===== config.mk =====
export PLATFORM = sky130hd
export DESIGN_NAME = program_writer_flat
export DESIGN_NICKNAME = d
export VERILOG_FILES = /design/src/rtl/nic8_isa_pkg.sv /design/src/rtl/program_writer_if.sv /design/src/rtl/op_encode.sv /design/src/rtl/program_writer.sv /design/src/flat_wrapper.sv
export SDC_FILE = /design/constraint.sdc
export NUM_CORES = 1
export LEC_CHECK = 0
export CAP_MARGIN = 20
export CORE_UTILIZATION = 48
export CTS_CLUSTER_SIZE = 25
export DETAILED_ROUTE_END_ITERATION = 8
export PLACE_DENSITY = 0.82
export RECOVER_POWER = 25
export SLEW_MARGIN = 10
export SYNTH_ARGS = -nofsm -noshare
export SYNTH_HDL_FRONTEND = slang
export SYNTH_SLANG_ARGS = --single-unit

===== constraint.sdc =====
create_clock -name clk -period 2.1 [get_ports clk]
set_input_delay 0.21 -clock clk [delete_from_list [all_inputs] [get_ports clk]]
set_output_delay 0.21 -clock clk [all_outputs]
set_load 0.005 [all_outputs]

===== src/rtl/nic8_isa_pkg.sv =====
// ============================================================================
// nic8_isa_pkg : field codes, opcode width and encoder for the 8-bit ISA
// Rev 1.0
// ============================================================================
`default_nettype none

package nic8_isa_pkg;

    localparam int OPC_W = 8;

    localparam logic [2:0] SRC_IMM  = 3'd0;
    localparam logic [2:0] SRC_ZERO = 3'd1;
    localparam logic [2:0] SRC_A    = 3'd2;
    localparam logic [2:0] SRC_B    = 3'd3;
    localparam logic [2:0] SRC_X    = 3'd4;
    localparam logic [2:0] SRC_M    = 3'd5;
    localparam logic [2:0] SRC_E    = 3'd6;
    localparam logic [2:0] SRC_S    = 3'd7;

    localparam logic [2:0] DST_IR   = 3'd0;
    localparam logic [2:0] DST_PC   = 3'd1;
    localparam logic [2:0] DST_A    = 3'd2;
    localparam logic [2:0] DST_B    = 3'd3;
    localparam logic [2:0] DST_X    = 3'd4;
    localparam logic [2:0] DST_M    = 3'd5;
    localparam logic [2:0] DST_Q    = 3'd6;
    localparam logic [2:0] DST_QHI  = 3'd7;

    typedef enum logic [1:0] {
        ST_IDLE = 2'd0,
        ST_OP   = 2'd1,
        ST_IMM  = 2'd2,
        ST_FULL = 2'd3
    } pw_state_e;

    function automatic logic [OPC_W-1:0] encode_op(input logic       bit7,
                                                   input logic [2:0] dst,
                                                   input logic       bit3,
                                                   input logic [2:0] src);
        return {bit7, dst, bit3, src};
    endfunction

endpackage

`default_nettype wire


===== src/rtl/program_writer_if.sv =====
// ============================================================================
// program_writer_if : request, origin and memory-write bundle of program_writer
// Rev 1.0
// ============================================================================
`default_nettype none

interface program_writer_if #(
    parameter int ADDR_W = 8
) ();
    logic              org_valid;
    logic [ADDR_W-1:0] org_addr;
    logic              req_valid;
    logic              req_ready;
    logic [2:0]        req_src;
    logic [2:0]        req_dst;
    logic              req_bit3;
    logic              req_bit7;
    logic [7:0]        req_imm;
    logic              mem_we;
    logic [ADDR_W-1:0] mem_addr;
    logic [7:0]        mem_wdata;
    logic [ADDR_W-1:0] next_addr;
    logic              full;
    logic              overflow;

    modport master (
        output org_valid, org_addr, req_valid, req_src, req_dst,
               req_bit3, req_bit7, req_imm,
        input  req_ready, mem_we, mem_addr, mem_wdata, next_addr, full, overflow
    );

    modport slave (
        input  org_valid, org_addr, req_valid, req_src, req_dst,
               req_bit3, req_bit7, req_imm,
        output req_ready, mem_we, mem_addr, mem_wdata, next_addr, full, overflow
    );
endinterface

`default_nettype wire


===== src/rtl/op_encode.sv =====
// ============================================================================
// op_encode : combinational packer of {bit7, dst, bit3, src} into an opcode
// Rev 1.0
// ============================================================================
`default_nettype none

module op_encode
    import nic8_isa_pkg::*;
(
    input  wire logic [2:0]       src_i,
    input  wire logic [2:0]       dst_i,
    input  wire logic             bit3_i,
    input  wire logic             bit7_i,
    output logic      [OPC_W-1:0] opcode_o
);

    assign opcode_o = encode_op(bit7_i, dst_i, bit3_i, src_i);

endmodule

`default_nettype wire


===== src/rtl/program_writer.sv =====
// ============================================================================
// program_writer : encodes transfer requests and streams opcode/immediate bytes
//                  sequentially into program memory
// Rev 1.0
// ============================================================================
`default_nettype none

module program_writer
    import nic8_isa_pkg::*;
#(
    parameter int ADDR_W     = 8,
    parameter bit ALLOW_WRAP = 1'b0
) (
    input  wire logic       clk,
    input  wire logic       reset,
    program_writer_if.slave bus
);

    localparam logic [ADDR_W-1:0] PTR_MAX = '1;

    pw_state_e         state_q, state_d;
    logic [ADDR_W-1:0] ptr_q, ptr_d;
    logic [7:0]        imm_q, imm_d;
    logic              imm_pend_q, imm_pend_d;
    logic              mem_we_q, mem_we_d;
    logic [ADDR_W-1:0] mem_addr_q, mem_addr_d;
    logic [7:0]        mem_wdata_q, mem_wdata_d;
    logic              overflow_q, overflow_d;

    logic [OPC_W-1:0]  opcode;
    logic              needs_imm;
    logic              no_room;
    logic              last_written;
    logic              ready;

    op_encode u_op_encode (
        .src_i    (bus.req_src),
        .dst_i    (bus.req_dst),
        .bit3_i   (bus.req_bit3),
        .bit7_i   (bus.req_bit7),
        .opcode_o (opcode)
    );

    assign needs_imm    = (bus.req_src == SRC_IMM);
    assign ready        = ((state_q == ST_IDLE) || (state_q == ST_FULL)) && !bus.org_valid;
    // In IDLE at least one byte is always free, so only an imm instr at the top can fail.
    assign no_room      = (ALLOW_WRAP == 1'b0) &&
                          ((state_q == ST_FULL) || (needs_imm && (ptr_q == PTR_MAX)));
    // Pointer has wrapped to zero exactly when the byte just written sat at the top.
    assign last_written = (ALLOW_WRAP == 1'b0) && (ptr_q == '0);

    always_comb begin
        state_d     = state_q;
        ptr_d       = ptr_q;
        imm_d       = imm_q;
        imm_pend_d  = imm_pend_q;
        mem_we_d    = 1'b0;
        mem_addr_d  = mem_addr_q;
        mem_wdata_d = mem_wdata_q;
        overflow_d  = overflow_q;

        case (state_q)
            ST_IDLE, ST_FULL: begin
                if (bus.org_valid) begin
                    ptr_d   = bus.org_addr;
                    state_d = ST_IDLE;
                end else if (bus.req_valid) begin
                    if (no_room) begin
                        overflow_d = 1'b1;
                    end else begin
                        mem_we_d    = 1'b1;
                        mem_addr_d  = ptr_q;
                        mem_wdata_d = opcode;
                        ptr_d       = ptr_q + 1'b1;
                        imm_d       = bus.req_imm;
                        imm_pend_d  = needs_imm;
                        state_d     = ST_OP;
                    end
                end
            end
            ST_OP: begin
                if (imm_pend_q) begin
                    mem_we_d    = 1'b1;
                    mem_addr_d  = ptr_q;
                    mem_wdata_d = imm_q;
                    ptr_d       = ptr_q + 1'b1;
                    imm_pend_d  = 1'b0;
                    state_d     = ST_IMM;
                end else begin
                    state_d = last_written ? ST_FULL : ST_IDLE;
                end
            end
            ST_IMM: begin
                state_d = last_written ? ST_FULL : ST_IDLE;
            end
            default: begin
                state_d = ST_IDLE;
            end
        endcase
    end

    always_ff @(posedge clk) begin
        if (reset) begin
            state_q     <= ST_IDLE;
            ptr_q       <= '0;
            imm_q       <= '0;
            imm_pend_q  <= 1'b0;
            mem_we_q    <= 1'b0;
            mem_addr_q  <= '0;
            mem_wdata_q <= '0;
            overflow_q  <= 1'b0;
        end else begin
            state_q     <= state_d;
            ptr_q       <= ptr_d;
            imm_q       <= imm_d;
            imm_pend_q  <= imm_pend_d;
            mem_we_q    <= mem_we_d;
            mem_addr_q  <= mem_addr_d;
            mem_wdata_q <= mem_wdata_d;
            overflow_q  <= overflow_d;
        end
    end

    assign bus.req_ready = ready;
    assign bus.mem_we    = mem_we_q;
    assign bus.mem_addr  = mem_addr_q;
    assign bus.mem_wdata = mem_wdata_q;
    assign bus.next_addr = ptr_q;
    assign bus.full      = (state_q == ST_FULL);
    assign bus.overflow  = overflow_q;

endmodule

`default_nettype wire


===== src/flat_wrapper.sv =====
// flat-port wrapper written by rule: the top's interface ports become plain ports
module program_writer_flat import nic8_isa_pkg::*;
#(
    parameter int ADDR_W     = 8,
    parameter bit ALLOW_WRAP = 1'b0
)
  (clk, reset, bus_org_valid, bus_org_addr, bus_req_valid, bus_req_src, bus_req_dst, bus_req_bit3, bus_req_bit7, bus_req_imm, bus_req_ready, bus_mem_we, bus_mem_addr, bus_mem_wdata, bus_next_addr, bus_full, bus_overflow);
  program_writer_if #(.ADDR_W(ADDR_W)) bus_i ();
  input  wire logic clk;
  input  wire logic reset;
  input wire logic [$bits(bus_i.org_valid)-1:0] bus_org_valid;
  input wire logic [$bits(bus_i.org_addr)-1:0] bus_org_addr;
  input wire logic [$bits(bus_i.req_valid)-1:0] bus_req_valid;
  input wire logic [$bits(bus_i.req_src)-1:0] bus_req_src;
  input wire logic [$bits(bus_i.req_dst)-1:0] bus_req_dst;
  input wire logic [$bits(bus_i.req_bit3)-1:0] bus_req_bit3;
  input wire logic [$bits(bus_i.req_bit7)-1:0] bus_req_bit7;
  input wire logic [$bits(bus_i.req_imm)-1:0] bus_req_imm;
  output wire logic [$bits(bus_i.req_ready)-1:0] bus_req_ready;
  output wire logic [$bits(bus_i.mem_we)-1:0] bus_mem_we;
  output wire logic [$bits(bus_i.mem_addr)-1:0] bus_mem_addr;
  output wire logic [$bits(bus_i.mem_wdata)-1:0] bus_mem_wdata;
  output wire logic [$bits(bus_i.next_addr)-1:0] bus_next_addr;
  output wire logic [$bits(bus_i.full)-1:0] bus_full;
  output wire logic [$bits(bus_i.overflow)-1:0] bus_overflow;
  assign bus_i.org_valid = bus_org_valid;
  assign bus_i.org_addr = bus_org_addr;
  assign bus_i.req_valid = bus_req_valid;
  assign bus_i.req_src = bus_req_src;
  assign bus_i.req_dst = bus_req_dst;
  assign bus_i.req_bit3 = bus_req_bit3;
  assign bus_i.req_bit7 = bus_req_bit7;
  assign bus_i.req_imm = bus_req_imm;
  assign bus_req_ready = bus_i.req_ready;
  assign bus_mem_we = bus_i.mem_we;
  assign bus_mem_addr = bus_i.mem_addr;
  assign bus_mem_wdata = bus_i.mem_wdata;
  assign bus_next_addr = bus_i.next_addr;
  assign bus_full = bus_i.full;
  assign bus_overflow = bus_i.overflow;
  program_writer #(.ADDR_W(ADDR_W), .ALLOW_WRAP(ALLOW_WRAP)) u_core (.clk(clk), .reset(reset), .bus(bus_i));
endmodule

Word level (Yosys, flattened, before mapping)
Cells that the tools add are included.
W data, S select, Z words.
- bits in registers: 37
- bits of input ports: 28
- add/sub/neg operators: 1
- eq/ne operators: 10
- mux-type cells: 30
- bitwise logic cells: 2
- reductions and logical operators: 16
- operators by type and width (cell ; count):
    $mux W8 ; 12
    $pmux W8 S2 ; 3
    $reduce_and A4 Y1 ; 4
    $mux W2 ; 5
    $add A8 B1 Y8 const B ; 1
    $eq A8 B8 Y1 const B ; 1
    $logic_not A8 Y1 ; 1
    $mux W1 ; 7
    $ne A2 B2 Y1 const B ; 3
    $ne A3 B3 Y1 const B ; 2
    $pmux W2 S3 ; 1
    $reduce_and A5 Y1 ; 1
    $eq A2 B2 Y1 const B ; 2
    $pmux W1 S2 ; 2
    $logic_not A3 Y1 ; 1
    $eq A2 B1 Y1 const B ; 1
    $logic_and A1 B1 Y1 ; 2
    $logic_not A2 Y1 ; 1
    $logic_or A1 B1 Y1 ; 2
    $ne A2 B1 Y1 const B ; 1
    $not A1 Y1 ; 2
    $reduce_and A2 Y1 ; 1
    $reduce_bool A2 Y1 ; 1
    $reduce_or A2 Y1 ; 1
    $logic_not A1 Y1 ; 1

Longest topological paths before layout
- word-level depth: 7
- depth in mapped cells: 8
- gate-level depth less buffers: 6

By module
A second synthesis with hierarchy kept.
- cell total of the unflattened synthesis: 230
- area, all modules: 2015.7 µm²
- by module, submodules not included (module ; times used ; cells an instance ; area an instance (µm²)):
    program_writer ; 1 ; 222 ; 1955.6
    op_encode ; 1 ; 8 ; 60.1

Least setup slack after synthesis
Ideal clock, no wire load.
- kind: flip-flop to flip-flop
- start: reg u_core.state_q[0]
- end: reg u_core.mem_addr_q[2] (netlist: u_core.bus.mem_addr[2])
- setup time: 0.072 ns
- arrival: 1.697 ns
- required time: 2.028 ns
- slack: 0.331 ns
- stages on the path, launching flop included: 6
- path buffers: 0
- cells stage by stage: dfxtp_1 ha_1 or3b_4 or3_4 o21ai_4 mux2i_1
- word-level cells in the longest chain between the ends: 4
- elaborated cells between the ends (all ways): 12
- ends and longest elaborated chain (what ; line ; source):
    start: declaration ; program_writer.sv:21 ; pw_state_e state_q, state_d;
    start signal: assignment ; program_writer.sv:113 ; state_q <= state_d;
    $eq A2 B2 Y1 (*) ; -- ;
    via bus_full ; flat_wrapper.sv:24 ; output wire logic [$bits(bus_i.full)-1:0] bus_full;
    $reduce_or A2 Y1 / $logic_or A1 B1 Y1 (equally long branches) ; program_writer.sv:62, program_writer.sv:48 ;
    $ne A2 B2 Y1 (no source line) / $reduce_bool A2 Y1 (equally long branches) ; -- ;
    $reduce_and A5 Y1 (no source line) ; -- ;
    end signal: assignment ; program_writer.sv:118 ; mem_addr_q <= mem_addr_d;
    end: declaration ; program_writer.sv:26 ; logic [ADDR_W-1:0] mem_addr_q, mem_addr_d;
The timed path passes the listed nets; every way through them passes the cells marked *.
A chain may end at the register's enable or synchronous reset.

Worst setup path after layout
- start: reg u_core.state_q[0]
- end: out bus_req_ready
- word-level cells in the longest chain between the ends: 3
- elaborated cells between the ends (all ways): 4
- ends and longest elaborated chain (what ; line ; source):
    $eq A2 B2 Y1 / $logic_not A2 Y1 (equally long branches) ; program_writer.sv:45 ; assign ready = ((state_q == ST_IDLE) || (state_q == ST_FULL)) && !bus.org_valid;
    $logic_or A1 B1 Y1 (*) ; program_writer.sv:45 ;
    $logic_and A1 B1 Y1 (*) ; program_writer.sv:45 ;
    end: declaration ; flat_wrapper.sv:19 ; output wire logic [$bits(bus_i.req_ready)-1:0] bus_req_ready;
Mark *: on every way between the ends. The rest lies on a longest branch, timed or not.

==> run summary <==
Outcome -> complete, no violations
Largest family of logic cells by synthesized area -> compound AO/OA/AOI/OAI gates
Largest net degree at the start of global routing -> 24
Hold buffers post-CTS -> 0
Distinct cells, synth -> 47
WP data arrival -> 1810 ps
Root buffer cell -> clkbuf_8
Final setup vio count -> 0
Area contributors post-synth -> dfxtp_1, mux2i_1, o211ai_1
Syn. warnings -> 0
#FFs+latches synth -> 37
DP HPWL -> 3797 um
CTS max path bufs -> 2
Avg Cell Area, Syn -> 9.039 um2
WL/cell -> 15.63 um
Hold Crit Class -> reg -> reg
Final hold violation count -> 0
Final WL -> 5222 um
Synth Area in Compound Gates -> 0.3153
Synthesized netlist cell count -> 223
Vias/cell -> 5.865
Placed cell count -> 326
Xor/xnor cell area share of the yosys netlist -> 0
# rows -> 23
Max_cap viols -> 0
Die area -> 4462 um2
Adder-cell share of the synthesized area -> 0.03724
Worst-Skew Late Latency -> 290 ps
Commonest non-fill, non-tap cell in the layout -> clkdlybuf4s50_1
Layout cell share with drive strength beyond 1 -> 0.1162
Reg area -> 740.7 um2
Global-route wire length before repair -> 8300 um
GPL Wtd Cong -> 0.9052
PwrDens -> 661.2 nW/um2
Seq/Total Area, Yosys -> 0.3675
Crit path required time -> 1890 ps
Antenna Nets Post-Route -> 0
Antenna violations before repair -> 0
Fin crit period -> 2022 ps
Filler Cells Inserted -> 336
Crit path capture type -> primary output
P_leak -> 1.118 nW
Syn Std Cell Area -> 2016 um2
Starting DRC count in detailed routing -> 208
Layout area overhead -> 38.36%
Total number of vias -> 1959
CP Class -> reg -> out
CP max FO -> 8
Mux share of post-synthesis cell area -> 0.08007
Layout Cells excl Fill -> 334
Final Skew -> 7.140 ps
Port-buffer cells -> 55
Antenna cells -> 0
Synth area leader -> dfxtp_1
Reg clk slew, reported paths -> 70 ps
Vias in the first global route -> 1729
Final period utilization -> 0.9627
Die extent in x -> 66.80 um
VDD IR max -> 0.0003584 V
Starting Density -> 0.5003
Most frequent cells in the layout -> clkdlybuf4s50_1, dfxtp_1, o211ai_1, a21oi_1, dlygate4sd3_1
Startpoint types -> flop
Number of H-tree levels -> 2
RSZ-0062 raised after global routing -> false
Multi-input combinational cell area -> 1174 um2
Max Fclk -> 0.4947 GHz
Grt ovf -> 0
Core area -> 4029 um2
Final nets -> 317
Drt first pass iters -> 4
DRC -> 0
Slew Limit Fails -> 0
Mapped Nets -> 257
CTS tree -> yes
Synth Area in Simple Gates -> 0.1434
Setup TNS -> 0 ps
Num CTS Buffers -> 5
Total GRT Usage -> 0.2511
I/O Pins -> 56
Slew @ Worst Pin -> 670.5 ps
Area share of the largest cell type after synthesis -> 0.3675
Slew margin rel. -> 0.5525
Die H -> 66.80 um
CTS sink cnt -> 37
-- report_power, final --
part	internal [W]	switching [W]
Clock	0.000356	0.000264
Sequential	0.000750	0.0000423
Combinational	0.000225	0.000206
Total	0.00133	0.000512
-- path summary, 6_finish.rpt --
kind              depth (start not counted)                endpoint  slack (ps)                 from
setup / recovery                          5           bus_req_ready          80    u_core.state_q[0]
hold / removal                            2     u_core.bus.overflow         450  u_core.bus.overflow
setup reg to reg                          5  u_core.bus.mem_addr[2]         150    u_core.state_q[1]
hold reg to reg                           2     u_core.bus.overflow         450  u_core.bus.overflow
-- metrics by stage --
step	worst slack [ps]	hold slack [ps]	instance area (um2)	total power, W	util
after global routing	31.21	473.3	2789	0.001932	0.6922
final	78.38	454.9	2789	0.001844	0.6922
after global placement	81.46	436.1	2665	0.001234	0.6615
after detailed placement	52.82	452.8	2665	0.001240	0.6615
after floorplan	330.9	312.3	2016	0.001023	-
after CTS	72.34	464.1	2789	0.001855	0.6922
-- flip-flops by register name (all words and copies together), names as in the netlist --
signal / flops
u_core.imm_pend_q: 1
u_core.bus.overflow: 1
u_core.bus.mem_addr: 8
u_core.imm_q: 8
u_core.state_q: 2
u_core.bus.mem_we: 1
u_core.bus.mem_wdata: 8
u_core.bus.next_addr: 8
-- final cells by class --
class,count,area share
Inverter,10,0.01346
Clock buffer,6,0.02602
Timing Repair Buffer,70,0.2378
Sequential cell,37,0.2656
Clock inverter,2,0.01391
Tap cell,50,0.02243
Multi-Input combinational cell,159,0.4208
-- logic make-up after synthesis --
group,after synthesis
buf+inv,27
compound gates,85
simple gates,52
flops,37
mux,16
fa+ha+maj,6
-- cell usage after synthesis, drive strengths merged --
master,number
nor2,3
and4,2
nand3,12
a221oi,4
nand2,14
o2111ai,1
dfxtp,37
a211oi,2
a21oi,20
nor3b,1
nand2b,4
nor4,1
ha,6
nor2b,3
o211a,9
nor3,4
o211ai,19
inv,9
a41o,1
o21ai,16
nand4,3
a21o,1
a32oi,1
or3,2
and2,1
mux2,1
a32o,1
o32ai,4
o41ai,1
nor4b,1
a31oi,2
o221ai,1
clkbuf,10
mux2i,15
clkinv,1
a41oi,2
buf,7
or3b,1
-- layer usage --
layer  vias up  track usage  wire length, um
li1        978            -                -
met4         0      0.08511               97
met2        71       0.4104             2536
met3        11      0.05137              261
met1       899       0.3250             2326
met5         -            0                0
-- repair_timing --
action	CTS	global route
setup buffers	0	0
gates resized for setup	2	0
endpoints found under the setup margin	1	0
hold endpoints to repair	0	0
-- critical path, cell delays in order, from the launching register on --
cell	delay (ps)
dfxtp_1	380
inv_1	100
ha_4	310
nand2b_1	110
clkinv_1	110
clkdlybuf4s50_1	510
Power figures use the tool's default switching activity.
